`src/rtl/fog_rate_snapshot.sv`:
```
// ---------------------------------------------------------------------------
// fog_rate_snapshot: windowed step/error accumulator with CPU snapshot handoff
// Rev 1.0
// ---------------------------------------------------------------------------
`default_nettype none

module fog_rate_snapshot #(
  parameter int DATA_W = 32,
  parameter int ACC_W  = 48,
  parameter int SEQ_W  = 16
) (
  input  logic                    i_clk,
  input  logic                    i_rst_n,
  input  logic                    i_trig,
  input  logic [DATA_W-1:0]       i_step,
  input  logic [DATA_W-1:0]       i_err,
  input  logic [15:0]             i_dec_cnt,
  input  logic                    i_clear,
  input  logic                    i_rd_ack,
  output logic signed [ACC_W-1:0] o_step_acc,
  output logic signed [ACC_W-1:0] o_err_acc,
  output logic [15:0]             o_cnt,
  output logic [SEQ_W-1:0]        o_seq,
  output logic                    o_valid,
  output logic                    o_overrun
);

  typedef enum logic [0:0] {
    S_IDLE  = 1'b0,
    S_ACCUM = 1'b1
  } state_t;

  state_t                  r_state;
  logic signed [ACC_W-1:0] r_step_acc;
  logic signed [ACC_W-1:0] r_err_acc;
  logic [15:0]             r_n;
  logic [15:0]             r_win_len;

  logic signed [ACC_W-1:0] w_step_ext;
  logic signed [ACC_W-1:0] w_err_ext;
  logic signed [ACC_W-1:0] w_step_sum;
  logic signed [ACC_W-1:0] w_err_sum;
  logic [15:0]             w_win_new;
  logic [15:0]             w_snap_len;
  logic                    w_idle;
  logic                    w_complete;

  assign w_step_ext = {{(ACC_W-DATA_W){i_step[DATA_W-1]}}, i_step};
  assign w_err_ext  = {{(ACC_W-DATA_W){i_err[DATA_W-1]}}, i_err};
  assign w_idle     = (r_state == S_IDLE);
  assign w_win_new  = (i_dec_cnt == 16'd0) ? 16'd1 : i_dec_cnt;

  // The first sample of a window loads rather than adds.
  assign w_step_sum = w_idle ? w_step_ext : r_step_acc + w_step_ext;
  assign w_err_sum  = w_idle ? w_err_ext  : r_err_acc  + w_err_ext;
  assign w_snap_len = w_idle ? w_win_new  : r_win_len;
  assign w_complete = i_trig && !i_clear &&
                      (w_idle ? (w_win_new == 16'd1) : ((r_n + 16'd1) == r_win_len));

  always_ff @(posedge i_clk) begin
    if (!i_rst_n) begin
      r_state    <= S_IDLE;
      r_step_acc <= '0;
      r_err_acc  <= '0;
      r_n        <= '0;
      r_win_len  <= '0;
      o_step_acc <= '0;
      o_err_acc  <= '0;
      o_cnt      <= '0;
      o_seq      <= '0;
      o_valid    <= 1'b0;
      o_overrun  <= 1'b0;
    end else begin
      if (i_clear) begin
        r_state    <= S_IDLE;
        r_step_acc <= '0;
        r_err_acc  <= '0;
        r_n        <= '0;
      end else if (i_trig) begin
        if (w_idle) begin
          r_win_len <= w_win_new;
        end
        if (w_complete) begin
          r_state    <= S_IDLE;
          r_step_acc <= '0;
          r_err_acc  <= '0;
          r_n        <= '0;
        end else begin
          r_state    <= S_ACCUM;
          r_step_acc <= w_step_sum;
          r_err_acc  <= w_err_sum;
          r_n        <= r_n + 16'd1;
        end
      end

      if (i_rd_ack && o_valid) begin
        o_valid   <= 1'b0;
        o_overrun <= 1'b0;
      end

      // Completion overrides a coincident ack: the fresh snapshot stays valid.
      if (w_complete) begin
        o_step_acc <= w_step_sum;
        o_err_acc  <= w_err_sum;
        o_cnt      <= w_snap_len;
        o_seq      <= o_seq + {{(SEQ_W-1){1'b0}}, 1'b1};
        o_valid    <= 1'b1;
        if (o_valid && !i_rd_ack) begin
          o_overrun <= 1'b1;
        end
      end
    end
  end

endmodule

`default_nettype wire
```
`config.mk`:
```
export PLATFORM = sky130hd
export DESIGN_NAME = fog_rate_snapshot
export DESIGN_NICKNAME = d
export VERILOG_FILES = /design/src/rtl/fog_rate_snapshot.sv
export SDC_FILE = /design/constraint.sdc
export NUM_CORES = 1
export LEC_CHECK = 0
export BUFFER_PORTS_ARGS = -buffer_cell sky130_fd_sc_hd__buf_2
export CORE_ASPECT_RATIO = 0.5
export CORE_MARGIN = 2
export CORE_UTILIZATION = 46
export DETAILED_ROUTE_END_ITERATION = 7
export HOLD_SLACK_MARGIN = 0.06
export PLACE_DENSITY_LB_ADDON = 0.08
export SYNTH_ARGS = -nofsm -noshare
export SYNTH_HDL_FRONTEND = slang
export SYNTH_SLANG_ARGS = --single-unit
```
`constraint.sdc`:
```
create_clock -name i_clk -period 4.7 [get_ports i_clk]
set_clock_uncertainty 0.15 [all_clocks]
set_input_delay 1.175 -clock i_clk [delete_from_list [all_inputs] [get_ports i_clk]]
set_output_delay 1.175 -clock i_clk [all_outputs]
set_load 0.05 [all_outputs]
```
**After elaboration in Yosys (flattened, before gate mapping)**

Index checks and enable logic that the tools add are counted.

- Register bits: 259
- Input bits: 85
- Output and inout port bits: 130

- Add/subtract/negate cells: 4
- Eq/ne operators: 2
- Muxes and demuxes: 14
- Bitwise operators: 2
- Reduce and logical (&&, ||, !) cells: 10

Operators by type and width:

| kind | number |
|---|---|
| two-way mux 48 bit | 4 |
| adder 48 x 32 -> 48 bit | 2 |
| two-way mux 16 bit | 3 |
| adder 16 x 1 -> 16 bit (second input constant) | 2 |
| equality test 16 x 1 -> 1 bit (second input constant) | 1 |
| equality test 16 bit | 1 |
| logical NOT 16 bit | 1 |
| two-way mux 1 bit | 7 |
| logical AND 1 bit | 4 |
| logical NOT 1 bit | 2 |
| inverter 1 bit | 2 |
| AND reduction 2 bit | 1 |
| nonzero test 2 bit | 1 |
| OR reduction 2 bit | 1 |

**Depth between registers and ports, before layout**

- Depth after elaboration: 6
- Depth in mapped cells: 12
- Depth with buffers taken out: 11

**Worst setup path after synthesis**

Ideal clock, no wire load.

- Kind: input -> register
- Start: input port i_err[0]
- End: register o_err_acc[46]
- Data arrival time: 3.917 ns
- Data required time: 4.476 ns
- Setup slack: 0.558 ns
- Stages: 11
- Buffers on the path: 0
- Cell sequence: ha_1 fa_1 a21oi_1 o2111ai_1 a211oi_1 o311a_1 nor3_1 a2111oi_1 o22ai_1 mux2_2 a31oi_1

- Cells in the longest elaborated chain, start to end: 2

RTL lines:

| what | RTL line | RTL |
|---|---|---|
| start, declared | 16 | `input logic [DATA_W-1:0] i_err,` |
| adder 48 x 32 -> 48 bit | 55 | `assign w_err_sum = w_idle ? w_err_ext : r_err_acc + w_err_ext;` |
| two-way mux 48 bit | 55 |  |
| end signal, assigned | 104 | `o_err_acc <= w_err_sum;` |
| end, declared | 21 | `output logic signed [ACC_W-1:0] o_err_acc,` |

No other way between the ends.
A chain may end at the register's enable or synchronous reset.

**Worst setup path in the final report**

- Start: register r_n[7]
- End: register r_err_acc[46]

- Cells in the longest elaborated chain, start to end: 5

RTL lines:

| what | RTL line | RTL |
|---|---|---|
| start, declared | 36 | `logic [15:0] r_n;` |
| start signal, assigned | 92 | `r_n <= r_n + 16'd1;` |
| adder 16 x 1 -> 16 bit | 58 | `(w_idle ? (w_win_new == 16'd1) : ((r_n + 16'd1) == r_win_len));` |
| equality test 16 bit | 58 |  |
| two-way mux 1 bit | 58 |  |
| logical AND 1 bit | 57 | `assign w_complete = i_trig && !i_clear &&` |
| two-way mux 48 bit | 83 | `if (w_complete) begin` |
| end signal, assigned | 91 | `r_err_acc <= w_err_sum;` |
| end, declared | 35 | `logic signed [ACC_W-1:0] r_err_acc;` |

No other way between the ends.

==> flow_metrics.py <==
metrics = {
    "run_status": {
        "status": "complete, no violations",
    },
    "placement": {
        "port_buffers": 214,
        "gp_congestion": 0.9355,
        "pre_cts_ws_ps": 170.9,
        "dp_hpwl_um": 36900,
    },
    "clocking": {
        "clock_latency_ps": 560,
        "clk_pin_slew_ps": 70,
        "cts_inserted_buffers": 26,
        "cts_setup_buffers": 0,
        "ctsResizeCount": 0,
        "h-tree-depth": 1,
        "clock-sinks": 259,
        "cts_tree": "yes",
        "cts_root_buf": "clkbuf_16",
        "ctsHoldBuffers": 0,
        "cts_buffer_depth": 3,
    },
    "yosys": {
        "synth_compound_area_share_pct": 26.77,
        "syn-cell-area_um2": 16430,
        "ys_top_cells_by_count": "259 x dfxtp_1, 229 x nand2_1, 224 x a21oi_1, 213 x nor2_1, 104 x o21ai_0",
        "yosysWarnings": 0,
        "ys_types": 81,
        "synth_most_common_cell": "dfxtp_1",
        "synth_seq_cells": 259,
        "async_reset_ff_share_pct": 0,
        "ys_seq_area_share_pct": 31.55,
        "post_synth_and_or_nand_nor_area_fraction_pct": 19.45,
        "synth_edf_count": 0,
        "synth_xor_xnor_area_share_pct": 5.809,
        "netlist.area_leader.share_pct": 31.55,
        "synthMuxAreaShare_pct": 4.629,
        "synth_area_leaders": "dfxtp_1 32%, ha_1 7.3%, a21oi_1 6.8%",
        "synthAdderAreaFrac_pct": 7.552,
        "synth_top_flop_cell": "dfxtp_1",
        "synthCells": 2086,
        "yosysTopAreaCell": "dfxtp_1",
        "synth.avg_cell_area_um2": 7.878,
        "synth.net_count": 2269,
        "synth_top_family_by_area": "compound AO/OA/AOI/OAI gates",
    },
    "worst_setup_path": {
        "critPathArrivalTime_ps": 4460,
        "required_ps": 5020,
        "setup.worst_path.class": "reg2reg",
        "critPathMaxFanout": 12,
        "crit_path_start_kind": "flop",
        "end_kind": "flop",
    },
    "grt": {
        "grt_pass1_wl_um": 79320,
        "gr-total-overflow": 0,
        "grt_pass1_vias": 14234,
        "grt_max_degree": 117,
        "antenna_found_initial": 3,
        "groute.usage.overall_pct": 26.23,
    },
    "power": {
        "leakagePower_nw": 7.875,
        "power_per_cell_area_nw_per_um2": 302.8,
        "peakVddDrop_mv": 0.2526,
    },
    "sta": {
        "finalSetupTns_ps": 0,
        "rsz0062_at_grt": "no",
        "post-route-period-util_pct": 88.03,
        "period_minus_slack_ps": 4138,
        "setup_viol": 0,
        "max-slew-margin-rel_pct": 29.87,
        "setup_slack_ps": 562.5,
        "fin_hold_ws_ps": 302.9,
        "slew_violations": 0,
        "hold_viol": 0,
        "max_freq_mhz": 241.7,
        "worstMarginPinSlew_ps": 1043,
    },
    "routing": {
        "post_drt_wl_per_cell_um": 18.46,
        "wl_um": 50370,
        "drt_first_pass_iters": 5,
        "drc": 0,
        "ant_nets": 0,
        "via_per_inst": 5.810,
        "vias": 15851,
        "drt-initial-drc-count": 1074,
    },
    "die": {
        "die_w_um": 271.3,
        "die_area_um2": 37350,
        "core_area_um2": 34830,
        "placementRows": 48,
        "ios": 215,
        "start_util_pct": 47.18,
        "die_h_um": 137.7,
    },
    "run": {
        "maxCapViolCount": 0,
    },
    "cells_and_area": {
        "final_net_count": 2412,
        "final_core_util_pct": 54.18,
        "drive_gt1_share_pct": 15.21,
        "area_delta_synth_final_pct": 14.85,
        "fillers": 3434,
    },
    "hold_path": {
        "hold_path.class": "reg2reg",
    },
}
[sequential cells by signal, summed over array words and instances, names as in the netlist, named ones only]
| name | count |
|---|---|
| r_step_acc | 48 |
| o_seq | 16 |
| r_err_acc | 48 |
| o_cnt | 16 |
| o_err_acc | 48 |
| r_state | 1 |
| r_win_len | 16 |
| o_step_acc | 48 |
| r_n | 16 |
| o_valid | 1 |
[worst paths after layout]
path / startpoint / end / slack (ps) / cells past startpoint
worst max-delay path: r_n[7]$_SDFFE_PP0P_ / r_err_acc[46]$_SDFFE_PP0P_ / 560 / 9
worst min-delay path: o_err_acc[28]$_SDFFE_PN0P_ / o_err_acc[28]$_SDFFE_PN0P_ / 300 / 2
worst max register to register: r_n[7]$_SDFFE_PP0P_ / r_err_acc[46]$_SDFFE_PP0P_ / 560 / 9
worst min register to register: o_err_acc[28]$_SDFFE_PN0P_ / o_err_acc[28]$_SDFFE_PN0P_ / 300 / 2
[critical path, stage by stage, from the launching register on]
cell,delay [ps]
dfxtp_1,520
nand4_2,370
nor4_4,470
nor2_1,90
a2111oi_0,370
nand2_1,310
a21o_4,380
nor3_2,720
nand2_1,350
o31ai_1,310
[layer usage]
layer / global-route usage, % / wire length [um]
met5: 0 / 0
met4: 5.220 / 869
met3: 3.625 / 2096
met2: 41.44 / 22050
met1: 38.13 / 25350
[power by group]
part	internal (W)	total (W)	switching, W
logic	0.000363	0.00102	0.000654
clock network	0.00143	0.00240	0.000963
registers	0.00226	0.00230	0.0000475
[cell type report]
type	instances	area, um^2	area share, %
clock buffers	33	728.2	3.858
diodes	4	10.01	0.05303
multi-input cells	1659	10600	56.15
flip-flops and latches	259	5189	27.49
clock inverters	15	244.0	1.293
inverters	28	107.6	0.5701
well taps	475	594.3	3.149
repair buffers	255	1404	7.438
[cells by family after synthesis]
family	Yosys count
buffers and inverters	168
AND/OR/NAND/NOR	686
flip-flops	259
XOR/XNOR	109
AO/OA/AOI/OAI	691
multiplexers	75
adder cells (fa/ha/maj)	98
[layout by cell type, fill, tap and decap left out, types with 7 or more instances in the layout]
cell	count
and3_1	21
a41oi_1	11
o21ai_1	41
nand3_1	47
and2_1	15
buf_4	39
clkbuf_16	27
a22oi_1	22
nor2b_1	10
mux2_2	8
xor2_1	43
a21o_1	56
nor4_1	13
dfxtp_1	258
nand2_1	229
nand4_1	44
o211ai_1	10
mux2i_1	67
nor2_1	212
a2bb2oi_1	15
o21bai_1	22
nand2b_1	12
a21oi_1	223
inv_1	26
o21a_1	7
ha_1	96
o21ai_0	104
a211oi_1	72
xnor2_1	66
nor3_1	27
buf_2	214
a31oi_1	19
or3_1	19
[per-stage QoR]
stage	instances	instance area [um^2]	power (W)
5_1_grt	2727	18870	0.005960
3_3_place_gp	2676	17890	0.003353
3_5_place_dp	2676	17890	0.003356
6_report	2728	18870	0.005715
2_1_floorplan	2086	16430	0.003067
4_1_cts	2724	18860	0.005752
Power figures use the tool's default switching activity.
